**src/rtl/otter_cu_pkg.sv**
```systemverilog
// Shared encodings for the multicycle OTTER control unit: RV32I major opcodes,
// SYSTEM funct3 values, FSM states and the MRET immediate.
package otter_cu_pkg;

  typedef enum logic [6:0] {
    OPC_LUI    = 7'b0110111,
    OPC_AUIPC  = 7'b0010111,
    OPC_JAL    = 7'b1101111,
    OPC_JALR   = 7'b1100111,
    OPC_BRANCH = 7'b1100011,
    OPC_LOAD   = 7'b0000011,
    OPC_STORE  = 7'b0100011,
    OPC_OP_IMM = 7'b0010011,
    OPC_OP     = 7'b0110011,
    OPC_SYSTEM = 7'b1110011
  } opcode_t;

  typedef enum logic [2:0] {
    F3_PRIV   = 3'b000,
    F3_CSRRW  = 3'b001,
    F3_CSRRS  = 3'b010,
    F3_CSRRC  = 3'b011,
    F3_RSVD   = 3'b100,
    F3_CSRRWI = 3'b101,
    F3_CSRRSI = 3'b110,
    F3_CSRRCI = 3'b111
  } funct3_system_t;

  typedef enum logic [2:0] {
    ST_FETCH,
    ST_EXEC,
    ST_MEM,
    ST_WB,
    ST_INTER
  } cu_state_t;

  localparam logic [11:0] MRET_FUNC12 = 12'h302;

  // Every SYSTEM funct3 except the privileged group and the reserved slot is a CSR op
  function automatic logic is_csr_op(input logic [2:0] f3);
    return (f3 != F3_PRIV) && (f3 != F3_RSVD);
  endfunction

endpackage

```
**src/rtl/otter_irq_arbiter.sv**
```systemverilog
// Interrupt front end: optional 2-flop synchronizer, sticky pending register,
// fixed-priority encoder (index 0 wins) and latched cause / one-hot acknowledge.
module otter_irq_arbiter
  import otter_cu_pkg::*;
#(
  parameter int NUM_IRQ  = 4,
  parameter int SYNC_IRQ = 1,
  localparam int IRQ_W   = (NUM_IRQ > 1) ? $clog2(NUM_IRQ) : 1
) (
  input  logic               clk,
  input  logic               rst,
  input  logic [NUM_IRQ-1:0] irq,
  input  logic [NUM_IRQ-1:0] imask,
  input  logic               latch_cause,
  input  logic               clear,
  output logic               any_req,
  output logic [IRQ_W-1:0]   cause,
  output logic [NUM_IRQ-1:0] ack
);

  logic [NUM_IRQ-1:0] irq_s;
  logic [NUM_IRQ-1:0] pending;
  logic [NUM_IRQ-1:0] req;
  logic [IRQ_W-1:0]   cause_nxt;

  generate
    if (SYNC_IRQ != 0) begin : g_sync
      logic [NUM_IRQ-1:0] sync1;
      logic [NUM_IRQ-1:0] sync2;
      always_ff @(posedge clk or posedge rst) begin
        if (rst) begin
          sync1 <= '0;
          sync2 <= '0;
        end else begin
          sync1 <= irq;
          sync2 <= sync1;
        end
      end
      assign irq_s = sync2;
    end else begin : g_nosync
      assign irq_s = irq;
    end
  endgenerate

  // The current mask gates the whole vector so a pending bit masked after it
  // latched can never fire; it stays pending until unmasked and taken.
  assign req     = (pending | irq_s) & imask;
  assign any_req = |req;
  assign ack     = NUM_IRQ'(1) << cause;

  always_comb begin
    cause_nxt = '0;
    for (int unsigned i = NUM_IRQ; i > 0; i--) begin
      if (req[i-1]) cause_nxt = IRQ_W'(i - 1);
    end
  end

  always_ff @(posedge clk or posedge rst) begin
    if (rst) begin
      pending <= '0;
      cause   <= '0;
    end else begin
      pending <= (pending | (irq_s & imask)) & ~(clear ? ack : '0);
      if (latch_cause) cause <= cause_nxt;
    end
  end

endmodule

```
**src/rtl/otter_cu_fsm_mc.sv**
```systemverilog
// Multicycle OTTER control FSM with a variable-latency memory handshake and
// prioritised, masked interrupt entry at instruction boundaries.
module otter_cu_fsm_mc
  import otter_cu_pkg::*;
#(
  parameter int NUM_IRQ  = 4,
  parameter int SYNC_IRQ = 1,
  localparam int IRQ_W   = (NUM_IRQ > 1) ? $clog2(NUM_IRQ) : 1
) (
  input  logic               CU_CLK,
  input  logic               CU_RESET,
  input  logic [6:0]         CU_OPCODE,
  input  logic [2:0]         CU_FUNC3,
  input  logic [11:0]        CU_FUNC12,
  input  logic [NUM_IRQ-1:0] CU_IRQ,
  input  logic [NUM_IRQ-1:0] CU_IMASK,
  input  logic               CU_MIE,
  input  logic               CU_MEM_ACK,
  output logic               CU_PCWRITE,
  output logic               CU_REGWRITE,
  output logic               CU_MEMREAD1,
  output logic               CU_MEMREAD2,
  output logic               CU_MEMWRITE,
  output logic               CU_csrWrite,
  output logic               CU_mret,
  output logic               CU_intTaken,
  output logic [IRQ_W-1:0]   CU_intCause,
  output logic [NUM_IRQ-1:0] CU_intACK
);

  cu_state_t          state, state_nxt;
  opcode_t            opc;
  logic               end_instr, take, any_req, int_taken;
  logic               pcwrite, regwrite, memread1, memread2, memwrite, csr_write, mret;
  logic [IRQ_W-1:0]   cause;
  logic [NUM_IRQ-1:0] ack;

  assign opc  = opcode_t'(CU_OPCODE);
  assign take = CU_MIE & any_req;

  otter_irq_arbiter #(
    .NUM_IRQ  (NUM_IRQ),
    .SYNC_IRQ (SYNC_IRQ)
  ) u_irq_arbiter (
    .clk         (CU_CLK),
    .rst         (CU_RESET),
    .irq         (CU_IRQ),
    .imask       (CU_IMASK),
    .latch_cause (end_instr & take),
    .clear       (int_taken),
    .any_req     (any_req),
    .cause       (cause),
    .ack         (ack)
  );

  always_ff @(posedge CU_CLK or posedge CU_RESET) begin
    if (CU_RESET) state <= ST_FETCH;
    else          state <= state_nxt;
  end

  always_comb begin
    state_nxt = state;
    end_instr = 1'b0;
    int_taken = 1'b0;
    pcwrite   = 1'b0;
    regwrite  = 1'b0;
    memread1  = 1'b0;
    memread2  = 1'b0;
    memwrite  = 1'b0;
    csr_write = 1'b0;
    mret      = 1'b0;
    case (state)
      ST_FETCH: begin
        memread1 = 1'b1;
        if (CU_MEM_ACK) state_nxt = ST_EXEC;
      end
      ST_EXEC: begin
        case (opc)
          OPC_LOAD, OPC_STORE: state_nxt = ST_MEM;
          OPC_LUI, OPC_AUIPC, OPC_JAL, OPC_JALR, OPC_OP_IMM, OPC_OP: begin
            regwrite  = 1'b1;
            end_instr = 1'b1;
          end
          OPC_SYSTEM: begin
            regwrite  = (CU_FUNC3 != F3_PRIV);
            csr_write = is_csr_op(CU_FUNC3);
            mret      = (CU_FUNC3 == F3_PRIV) && (CU_FUNC12 == MRET_FUNC12);
            end_instr = 1'b1;
          end
          default: end_instr = 1'b1;
        endcase
      end
      ST_MEM: begin
        if (opc == OPC_LOAD) memread2 = 1'b1;
        else                 memwrite = 1'b1;
        if (CU_MEM_ACK) begin
          if (opc == OPC_LOAD) state_nxt = ST_WB;
          else                 end_instr = 1'b1;
        end
      end
      ST_WB: begin
        regwrite  = 1'b1;
        end_instr = 1'b1;
      end
      ST_INTER: begin
        int_taken = 1'b1;
        pcwrite   = 1'b1;
        state_nxt = ST_FETCH;
      end
      default: state_nxt = ST_FETCH;
    endcase
    if (end_instr) begin
      pcwrite   = 1'b1;
      state_nxt = take ? ST_INTER : ST_FETCH;
    end
  end

  // Outputs are forced low for the whole reset assertion, including mid-wait aborts
  assign CU_PCWRITE  = pcwrite   & ~CU_RESET;
  assign CU_REGWRITE = regwrite  & ~CU_RESET;
  assign CU_MEMREAD1 = memread1  & ~CU_RESET;
  assign CU_MEMREAD2 = memread2  & ~CU_RESET;
  assign CU_MEMWRITE = memwrite  & ~CU_RESET;
  assign CU_csrWrite = csr_write & ~CU_RESET;
  assign CU_mret     = mret      & ~CU_RESET;
  assign CU_intTaken = int_taken & ~CU_RESET;
  assign CU_intCause = (int_taken & ~CU_RESET) ? cause : '0;
  assign CU_intACK   = (int_taken & ~CU_RESET) ? ack   : '0;

endmodule

```
**config.mk**
```make
export PLATFORM = sky130hd
export DESIGN_NAME = otter_cu_fsm_mc
export DESIGN_NICKNAME = d
export VERILOG_FILES = /design/src/rtl/otter_cu_pkg.sv /design/src/rtl/otter_irq_arbiter.sv /design/src/rtl/otter_cu_fsm_mc.sv
export SDC_FILE = /design/constraint.sdc
export NUM_CORES = 1
export LEC_CHECK = 0
export CAP_MARGIN = 10
export CORE_MARGIN = 2
export CORE_UTILIZATION = 35
export DETAILED_ROUTE_END_ITERATION = 8
export HOLD_SLACK_MARGIN = 0.05
export PLACE_DENSITY = 0.74
export SLEW_MARGIN = 10
export SYNTH_ARGS = -nofsm -noshare
export SYNTH_HDL_FRONTEND = slang
export SYNTH_SLANG_ARGS = --single-unit
```
**constraint.sdc**
```tcl
create_clock -name CU_CLK -period 2 [get_ports CU_CLK]
set_input_delay 0.3 -clock CU_CLK [delete_from_list [all_inputs] [get_ports CU_CLK]]
set_output_delay 0.3 -clock CU_CLK [all_outputs]
set_load 0.02 [all_outputs]
```
# Yosys cells after proc, flatten, opt, wreduce, memory -nomap -nowiden
# Index checks and enable logic that the tools add are counted.
word_totals:
  in_bits: 34
  register_bits: 17
  out_inout_bits: 14
  elab_cells: 82
classes:
  n_eq_ne: 20
  bitwise: 17
  shifts: 1
  reduce_logical: 9
  muxes: 30
op_table:
  columns: ["operator", "n"]
  rows:
  - ["== test 7 x 6 -> 1 bit, second input constant", 3]
  - ["== test 7 bit, second input constant", 3]
  - ["two-way mux 3 bit", 6]
  - ["== test 7 x 5 -> 1 bit, second input constant", 2]
  - ["two-way mux 1 bit", 13]
  - ["AND 4 bit", 3]
  - ["== test 12 x 10 -> 1 bit, second input constant", 1]
  - ["!= test 3 bit, second input constant", 4]
  - ["one-hot mux 3 bit (4 select lines)", 1]
  - ["AND 1 bit", 10]
  - ["two-way mux 2 bit", 5]
  - ["two-way mux 4 bit", 2]
  - ["bitwise OR 4 bit", 2]
  - ["== test 7 x 2 -> 1 bit, second input constant", 1]
  - ["== test 3 x 2 -> 1 bit, second input constant", 2]
  - ["zero test 3 bit", 2]
  - ["OR reduction 6 bit", 1]
  - ["AND reduction 5 bit", 1]
  - ["NOT 4 bit", 1]
  - ["one-hot mux 1 bit (2 select lines)", 2]
  - ["OR reduction 4 bit", 1]
  - ["<< shifter 1 x 2 -> 4 bit, first input constant", 1]
  - ["== test 3 x 1 -> 1 bit, second input constant", 1]
  - ["== test 3 bit, second input constant", 1]
  - ["other kinds (7)", 8]

# Longest topological paths before layout
logic_depth:
  depth_word: 6
  ltp_mapped: 5
  mapped_depth_nobuf: 4

# By module
# Synthesis repeated with hierarchy kept, for this count alone.
hier_totals:
  hier_cells: 96
  hier_area_um2: 917.1
by_module_without_submodules:
  columns: ["mod", "cells_per_inst", "seq_area_each_um2", "area_per_inst_um2", "instances"]
  rows:
  - ["otter_irq_arbiter", 41, 350.3, 511.7, 1]
  - ["otter_cu_fsm_mc", 55, 75.1, 405.4, 1]

# Worst setup path after synthesis
# No wires, ideal clock.
synth_timing:
  path_type: "input to output"
  from: "in CU_RESET"
  to: "out CU_intACK[3]"
  t_required_ps: 1700
  n_path_buf: 1
  setup_slack_ps: 171
  arrival_ps: 1529
  stages: 4
  cell_sequence: "clkbuf_1 > inv_1 > and3_1 > and2_1"
synth_between:
  elab_chain_len: 3
synth_lines:
  columns: ["item", "line", "text"]
  rows:
  - ["start, declared", "otter_cu_fsm_mc.sv:11", "input logic CU_RESET,"]
  - ["NOT 1 bit", "otter_cu_fsm_mc.sv:128", "assign CU_intACK = (int_taken & ~CU_RESET) ? ack : '0;"]
  - ["AND 1 bit", "otter_cu_fsm_mc.sv:128", null]
  - ["two-way mux 4 bit", "otter_cu_fsm_mc.sv:128", null]
  - ["end, declared", "otter_cu_fsm_mc.sv:28", "output logic [NUM_IRQ-1:0] CU_intACK"]
# No other way between the ends.

# Worst setup path after layout
layout_timing:
  from: "in CU_OPCODE[3]"
  to: "out CU_csrWrite"
layout_between:
  elab_chain_len: 4
layout_lines:
  columns: ["item", "line", "text"]
  rows:
  - ["start, declared", "otter_cu_fsm_mc.sv:12", "input logic [6:0] CU_OPCODE,"]
  - ["== test 7 bit", "otter_cu_fsm_mc.sv:78", "case (opc)"]
  - ["two-way mux 1 bit", "otter_cu_fsm_mc.sv:78", null]
  - ["two-way mux 1 bit", "otter_cu_fsm_mc.sv:72", "case (state)"]
  - ["AND 1 bit", "otter_cu_fsm_mc.sv:124", "assign CU_csrWrite = csr_write & ~CU_RESET;"]
  - ["end, declared", "otter_cu_fsm_mc.sv:24", "output logic CU_csrWrite,"]
# No other way between the ends.

==> out/summary.txt <==
routing usage on met1 - 0.259
Fin. Hold Viols - 0
core area - 2280 µm²
met3 Usage GRT - 0.0667
M2 GR Usage - 0.407
Distinct cells, synth - 28
Clock Pin Slew Worst Setup and Hold Paths - 0.10 ns
RD Place Congestion - 0.767
max-slew violation count - 0
Seq/Total Area, Yosys - 0.494
CTS Buffer Depth - 2
Peak VDD IR - 0.612 mV
Syn-to-layout area delta - 69.5%
NetSw - 0.336 mW
Setup crit end - CU_csrWrite
R2R Path Start - state[0]
Max-cap violations - 0
Avg WL per Cell - 14.7 µm
clock skew - 0.00961 ns
area leader, netlist - dfrtp_1
maximum fanout along the worst path - 2
status - finished clean
leading cell type in the layout, fill and taps excluded - clkdlybuf4s50_1
global route overflow - 0
Initial Util - 0.378
Via-to-Cell Ratio - 5.16
I/O Buffers - 47
Sw Share - 0.341
Hold Path Stages - 0
slowest CP cell - or3_4
Pint - 0.651 mW
Seq pwr share - 0.485
Die ar. - 2870 µm²
reg2reg setup slack - 0.52 ns
final core occ - 0.641
grt peak-use layer - met2
global-route wire length before repair - 4630 µm
Ys Warns - 0
diode count - 0
PwrDens - 677 nW/µm²
r2r endpoint - u_irq_arbiter.cause[1]
Synth Instances - 96
Hold-fix buffers, CTS - 0
DP Wirelength - 2120 µm
DRC errors left - 0
Hold Path Class - flop to flop
Detail Route Antenna Nets - 0
Clk pwr share - 0.182
synth top area cells - dfrtp_1 49%, nor2_1 6.5%, a21oi_1 5.8%
vias in the first global route - 1077
Yosys top cell area share - 0.494
latest clock arrival within the worst-skew pair - 0.29 ns
CTS tree - built
#FFs+latches synth - 17
crit-path max cell delay - 0.42 ns
die width - 53.6 µm
critical-path cell list - dlygate4sd2_1 -> and4bb_2 -> nand4_1 -> or3_4 -> nor2_1 -> buf_2
crit path time final - 1.94 ns
worst path required time - 1.70 ns
Worst Reg-to-Reg Cells - 6
final clock period utilization by the worst path - 0.969
startpoint types - input pin
largest net degree at the start of global routing - 16
unrepaired setup endpoints after global routing - false
clk root buf - clkbuf_4
Worst slew margin - 0.741
total power - 0.988 mW
DRT Wirelength - 2720 µm
share of cells above drive strength 1 - 0.261
total track usage - 0.226
FMAX - 0.516 GHz
most frequent cells in the layout - 26 x clkdlybuf4s50_1, 15 x buf_4, 15 x dfrtp_1
critical setup path kind - input pin to primary output
Gate power share - 0.333
nets - 192
initial antenna violation count - 0
Worst setup EP type - primary output
CTS buffer count - 3
Cell Area, Synth - 861 µm²
CP arrival - 1.64 ns
H-tree depth - 1
DRT iter0 DRCs - 10
Post-Syn Nets - 130
pin slew with the least headroom to its limit - 0.384 ns
Vias - 955
Final Setup Violations - 0
syn avg cell area - 8.97 µm²
drt first pass iters - 4
I/O pins - 48
die span in y - 53.6 µm
Sink Count - 17
CP Launch Point - CU_OPCODE[3]
num rows - 17
Leak Pwr - 0.665 nW
final cells by class:
cell class	count	area, µm²
fill	180	817
timing repair buffer	62	529
multi-input combinational	72	432
sequential	17	428
tap	28	35.0
clock buffer	3	22.5
inverter	2	7.51
clock inverter	1	5.00
power by group through the flow:
stage / Combinational [mW] / Sequential (mW) / Clock (mW)
final: 0.329 / 0.479 / 0.180
after global routing: 0.364 / 0.490 / 0.208
after CTS: 0.327 / 0.480 / 0.185
after detailed placement: 0.332 / 0.479 / 0
after global placement: 0.318 / 0.473 / 0
after floorplan: 0.196 / 0.433 / 0
cells in the mapped netlist:
| cell | instances |
|---|---|
| inv_1 | 2 |
| a21oi_1 | 10 |
| nand2b_1 | 1 |
| and3_1 | 5 |
| nor3b_2 | 1 |
| o21ai_0 | 6 |
| or2_2 | 1 |
| nor4b_1 | 1 |
| nor4_1 | 3 |
| and2_1 | 2 |
| nand3_1 | 1 |
| clkbuf_2 | 1 |
| o21a_1 | 1 |
| a311oi_2 | 1 |
| and4bb_2 | 1 |
| or3_1 | 1 |
| nand4_1 | 2 |
| nand3b_1 | 1 |
| nor2_1 | 15 |
| dfrtp_1 | 17 |
| buf_4 | 2 |
| nand2_1 | 7 |
| a31oi_1 | 5 |
| clkbuf_1 | 2 |
| nor4bb_1 | 1 |
| o21ai_1 | 1 |
| nand4b_1 | 1 |
| nor3_1 | 4 |
sequential cells by signal, summed over array words and instances, names as in the netlist:
| name | cells |
|---|---|
| u_irq_arbiter.g_sync.sync1 | 4 |
| u_irq_arbiter.pending | 4 |
| u_irq_arbiter.g_sync.sync2 | 4 |
| state | 3 |
| u_irq_arbiter.cause | 2 |
worst max-delay path: cells and delay by family:
kind / cells / cell delay (ns)
simple gates: 4 / 0.93
buf+inv: 2 / 0.41
what timing repair did:
item	in CTS	in global routing
endpoints found under the setup margin	14	12
setup buffers	2	1
resized for setup	46	21
pin swaps	6	5
per-stage QoR:
stage | area, µm² | setup slack [ns] | cells | setup TNS, ns | hold WS (ns)
CTS | 1490 | 0.00341 | 185 | 0 | 0.360
detailed placement | 1440 | -0.534 | 179 | -4.10 | 0.337
finish | 1460 | 0.0610 | 185 | 0 | 0.358
global route | 1460 | 0.000825 | 185 | 0 | 0.367
floorplan | 861 | 0.171 | 96 | 0 | 0.331
global placement | 1440 | -0.509 | 179 | -3.71 | 0.332
kinds of logic after synthesis:
logic type	synth area share
AOI/OAI and AO/OA	0.161
buffers and inverters	0.0407
DFF	0.494
and+or+nand+nor	0.304
routing by layer:
layer,up-vias,routed length [µm]
met5,-,0
met4,0,29
met3,4,118
met2,25,1470
met1,460,1100
li1,466,-
worst min-delay path by stage:
stage                                              from                             to  slack [ns]
after global placement    u_irq_arbiter.g_sync.sync1[1]  u_irq_arbiter.g_sync.sync2[1]        0.33
after global routing      u_irq_arbiter.g_sync.sync1[0]  u_irq_arbiter.g_sync.sync2[0]        0.37
after CTS                 u_irq_arbiter.g_sync.sync1[0]  u_irq_arbiter.g_sync.sync2[0]        0.36
after floorplan           u_irq_arbiter.g_sync.sync1[0]  u_irq_arbiter.g_sync.sync2[0]        0.33
final                     u_irq_arbiter.g_sync.sync1[0]  u_irq_arbiter.g_sync.sync2[0]        0.36
after detailed placement  u_irq_arbiter.g_sync.sync1[0]  u_irq_arbiter.g_sync.sync2[0]        0.34
Power figures use the tool's default switching activity.
==> edit: new RTL, config.mk and constraints unchanged <==
`NUM_IRQ` is set to 4 in 2 places; all go to 8.
--- a/src/rtl/otter_irq_arbiter.sv
+++ b/src/rtl/otter_irq_arbiter.sv
@@ -4,5 +4,5 @@
   import otter_cu_pkg::*;
 #(
-  parameter int NUM_IRQ  = 4,
+  parameter int NUM_IRQ  = 8,
   parameter int SYNC_IRQ = 1,
   localparam int IRQ_W   = (NUM_IRQ > 1) ? $clog2(NUM_IRQ) : 1
--- a/src/rtl/otter_cu_fsm_mc.sv
+++ b/src/rtl/otter_cu_fsm_mc.sv
@@ -4,5 +4,5 @@
   import otter_cu_pkg::*;
 #(
-  parameter int NUM_IRQ  = 4,
+  parameter int NUM_IRQ  = 8,
   parameter int SYNC_IRQ = 1,
   localparam int IRQ_W   = (NUM_IRQ > 1) ? $clog2(NUM_IRQ) : 1
Interface: changed (resized CU_IMASK, CU_IRQ, CU_intACK and CU_intCause); port bits go from 48 to 61. No check against the original RTL was run, so the function may have changed too.
==> edit against the unedited design <==
- the run now ends with negative setup slack left
- largest cell class unchanged
- clock skew down 0.0070 ns
- critical endpoint is now CU_intACK[0]
- area after synthesis rose by 63%
- die area grew 58%
- design area is 67% higher
- worst setup slack got worse by 0.068 ns
- routed wire length rose by 43%
- sequential cell count is 13 higher
- total power is 60% higher
==> edit: results (changes against the unedited design) <==
* H-Tree Depth at 2 (+1)
* DR vias/cell at 4.97 (-3.7%)
* Final setup fails at 1 (+1)
* Setup CP Type: reg2out
* Peak VDD IR at 0.526 mV (-14%)
* 1st-iter DRT viols at 40 (+30)
* Clock Path Buffers at 2 (unchanged)
* Crit path max-delay cell type: or3b_4
* Via Count at 1452 (+52%)
* Worst-Skew Late Latency at 0.28 ns
* GPL Wtd Cong at 0.814 (+6.2%)
* All-Layer GR Usage at 18.3% (-4.4 points)
* Worst path arrival time at 1.71 ns (+0.07 ns)
* Fillcell total at 333 (+85%)
* Leak at 1.04 nW (+56%)
* WL per Instance at 13.3 um (-9.6%)
* Post-place setup slack at -0.618 ns (-0.0841 ns)
* Largest regs: u_irq_arbiter.g_sync.sync1 (8), u_irq_arbiter.g_sync.sync2 (8), u_irq_arbiter.pending (8)
* DR pass1 iterations at 5 (+1)
* Clock transition at path regs at 0.06 ns (-0.04 ns)
* CTS Buf Count at 5 (+2)
* CP top delay family: simple AND/OR/NAND/NOR gates
* R2R depth at 4 (-2)
* Placed Instances at 278 (+55%)
* Setup ws final at -0.00704 ns (-0.0681 ns)
* CP Launch Point: state[1]
* Root Buffer: clkbuf_8
* Post-synthesis cell type count at 36 (+29%)
* Crit path largest cell delay at about 0.4 ns
* Number of global-route vias before repair at 1360 (+26%)
* Nets at 283 (+47%)
* CP endpoint: CU_intACK[0]
* FF-to-FF End: u_irq_arbiter.cause[0]
* First-pass GRT wire length at 5940 um (+28%)
* Largest net degree at the start of global routing at 31 (+15)
* Worst-path fanout max at 3 (+1)
* Post-Syn Instances at 145 (+51%)
* Layout cells sized above 1 at 36.8% (+11 points)
* Flop2flop setup slack at 0.27 ns (-0.25 ns)
* Synthesized Nets at 187 (+44%)
* Outcome: finished with violations
* Buffers on Ports at 60 (+28%)
* Ys flop type: dfrtp_1
* Skew final at 0.00265 ns (-0.00696 ns)
* Commonest cells in the netlist: dfrtp_1 (30), nor2_1 (21), a21oi_1 (18)
* Initial antenna violation count at 0 (unchanged)
* Setup TNS after final layout at -0.00704 ns (-0.00704 ns)
* Slew @ Worst Pin at 0.447 ns (+0.0632 ns)
* Seq/Total Area, Yosys at 53.4% (+4.0 points)
* DP Wirelength at 2920 um (+38%)
* Main area contributors after synthesis: dfrtp_1 (53%), a21oi_1 (6.4%), nor2_1 (5.6%), nor3_1 (2.8%), o21ai_0 (2.8%)
* Worst reg2reg startpoint: u_irq_arbiter.pending[7]
* Failing checks: negative setup slack
* P_sw at 0.441 mW (+31%)
## edit: cell types whose count changed in the layout (fill, tap and decap cells not counted), sizes merged, moves of 3 or more
cell,unedited run,this run
and3,5,1
nand4,2,6
dlymetal6s2s,3,0
clkdlybuf4s50,26,34
nand2,7,10
a31oi,5,2
inv,2,5
a21oi,10,19
nor3,4,8
buf,22,48
dfrtp,17,30
nor2,15,21
## edit: power by group through the flow
stage                     registers [mW]  logic (mW)  clock network (mW)
after global routing               0.714       0.416               0.539
after floorplan                    0.705       0.154                   0
after global placement             0.709       0.347                   0
after detailed placement           0.713       0.353                   0
final                              0.708       0.383               0.489
after CTS                          0.707       0.355               0.506
## edit: area by class of cell
| type | count | area share, % |
|---|---|---|
| Tap cell | 50 | 2.56 |
| Inverter | 5 | 0.870 |
| Clock buffer | 6 | 3.38 |
| Sequential cell | 30 | 30.7 |
| Multi-Input combinational cell | 106 | 29.4 |
| Timing Repair Buffer | 93 | 32.5 |
| Clock inverter | 2 | 0.512 |
## edit: cell families after synthesis
family	share of synthesized area, %
muxes	1.07
DFF	53.4
buffers and inverters	2.94
AOI/OAI and AO/OA	17.4
and+or+nand+nor	25.2
## edit: stage by stage
step,power [mW],area (um^2)
2_1_floorplan,0.859,1410
3_3_place_gp,1.06,2250
3_5_place_dp,1.07,2250
4_1_cts,1.57,2340
5_1_grt,1.67,2440
6_report,1.58,2440
## edit: per-layer routing
layer  track usage [%]  routed length (um)  part of all wire [%]
met5                 0                   0                     0
met4              8.42                  65                   1.7
met3              6.50                 421                    11
met2              32.3                1860                    48
met1              19.4                1540                    40
## edit: worst min-delay path by stage
stage	to	start	cells past startpoint	slack, ns
2_1_floorplan	u_irq_arbiter.g_sync.sync2[0]	u_irq_arbiter.g_sync.sync1[0]	0	0.33
3_5_place_dp	u_irq_arbiter.g_sync.sync2[5]	u_irq_arbiter.g_sync.sync1[5]	0	0.34
6_report	u_irq_arbiter.g_sync.sync2[6]	u_irq_arbiter.g_sync.sync1[6]	0	0.35
5_1_grt	u_irq_arbiter.g_sync.sync2[1]	u_irq_arbiter.g_sync.sync1[1]	0	0.36
3_3_place_gp	u_irq_arbiter.g_sync.sync2[5]	u_irq_arbiter.g_sync.sync1[5]	0	0.33
4_1_cts	u_irq_arbiter.g_sync.sync2[7]	u_irq_arbiter.g_sync.sync1[7]	0	0.35
## edit: timing repair
action                     4_1_cts  5_1_grt
buffers inserted                 3        3
gates resized for setup         97       29
setup endpoints to repair       19       15
hold buffers                     0        0
pin swaps                       10        8
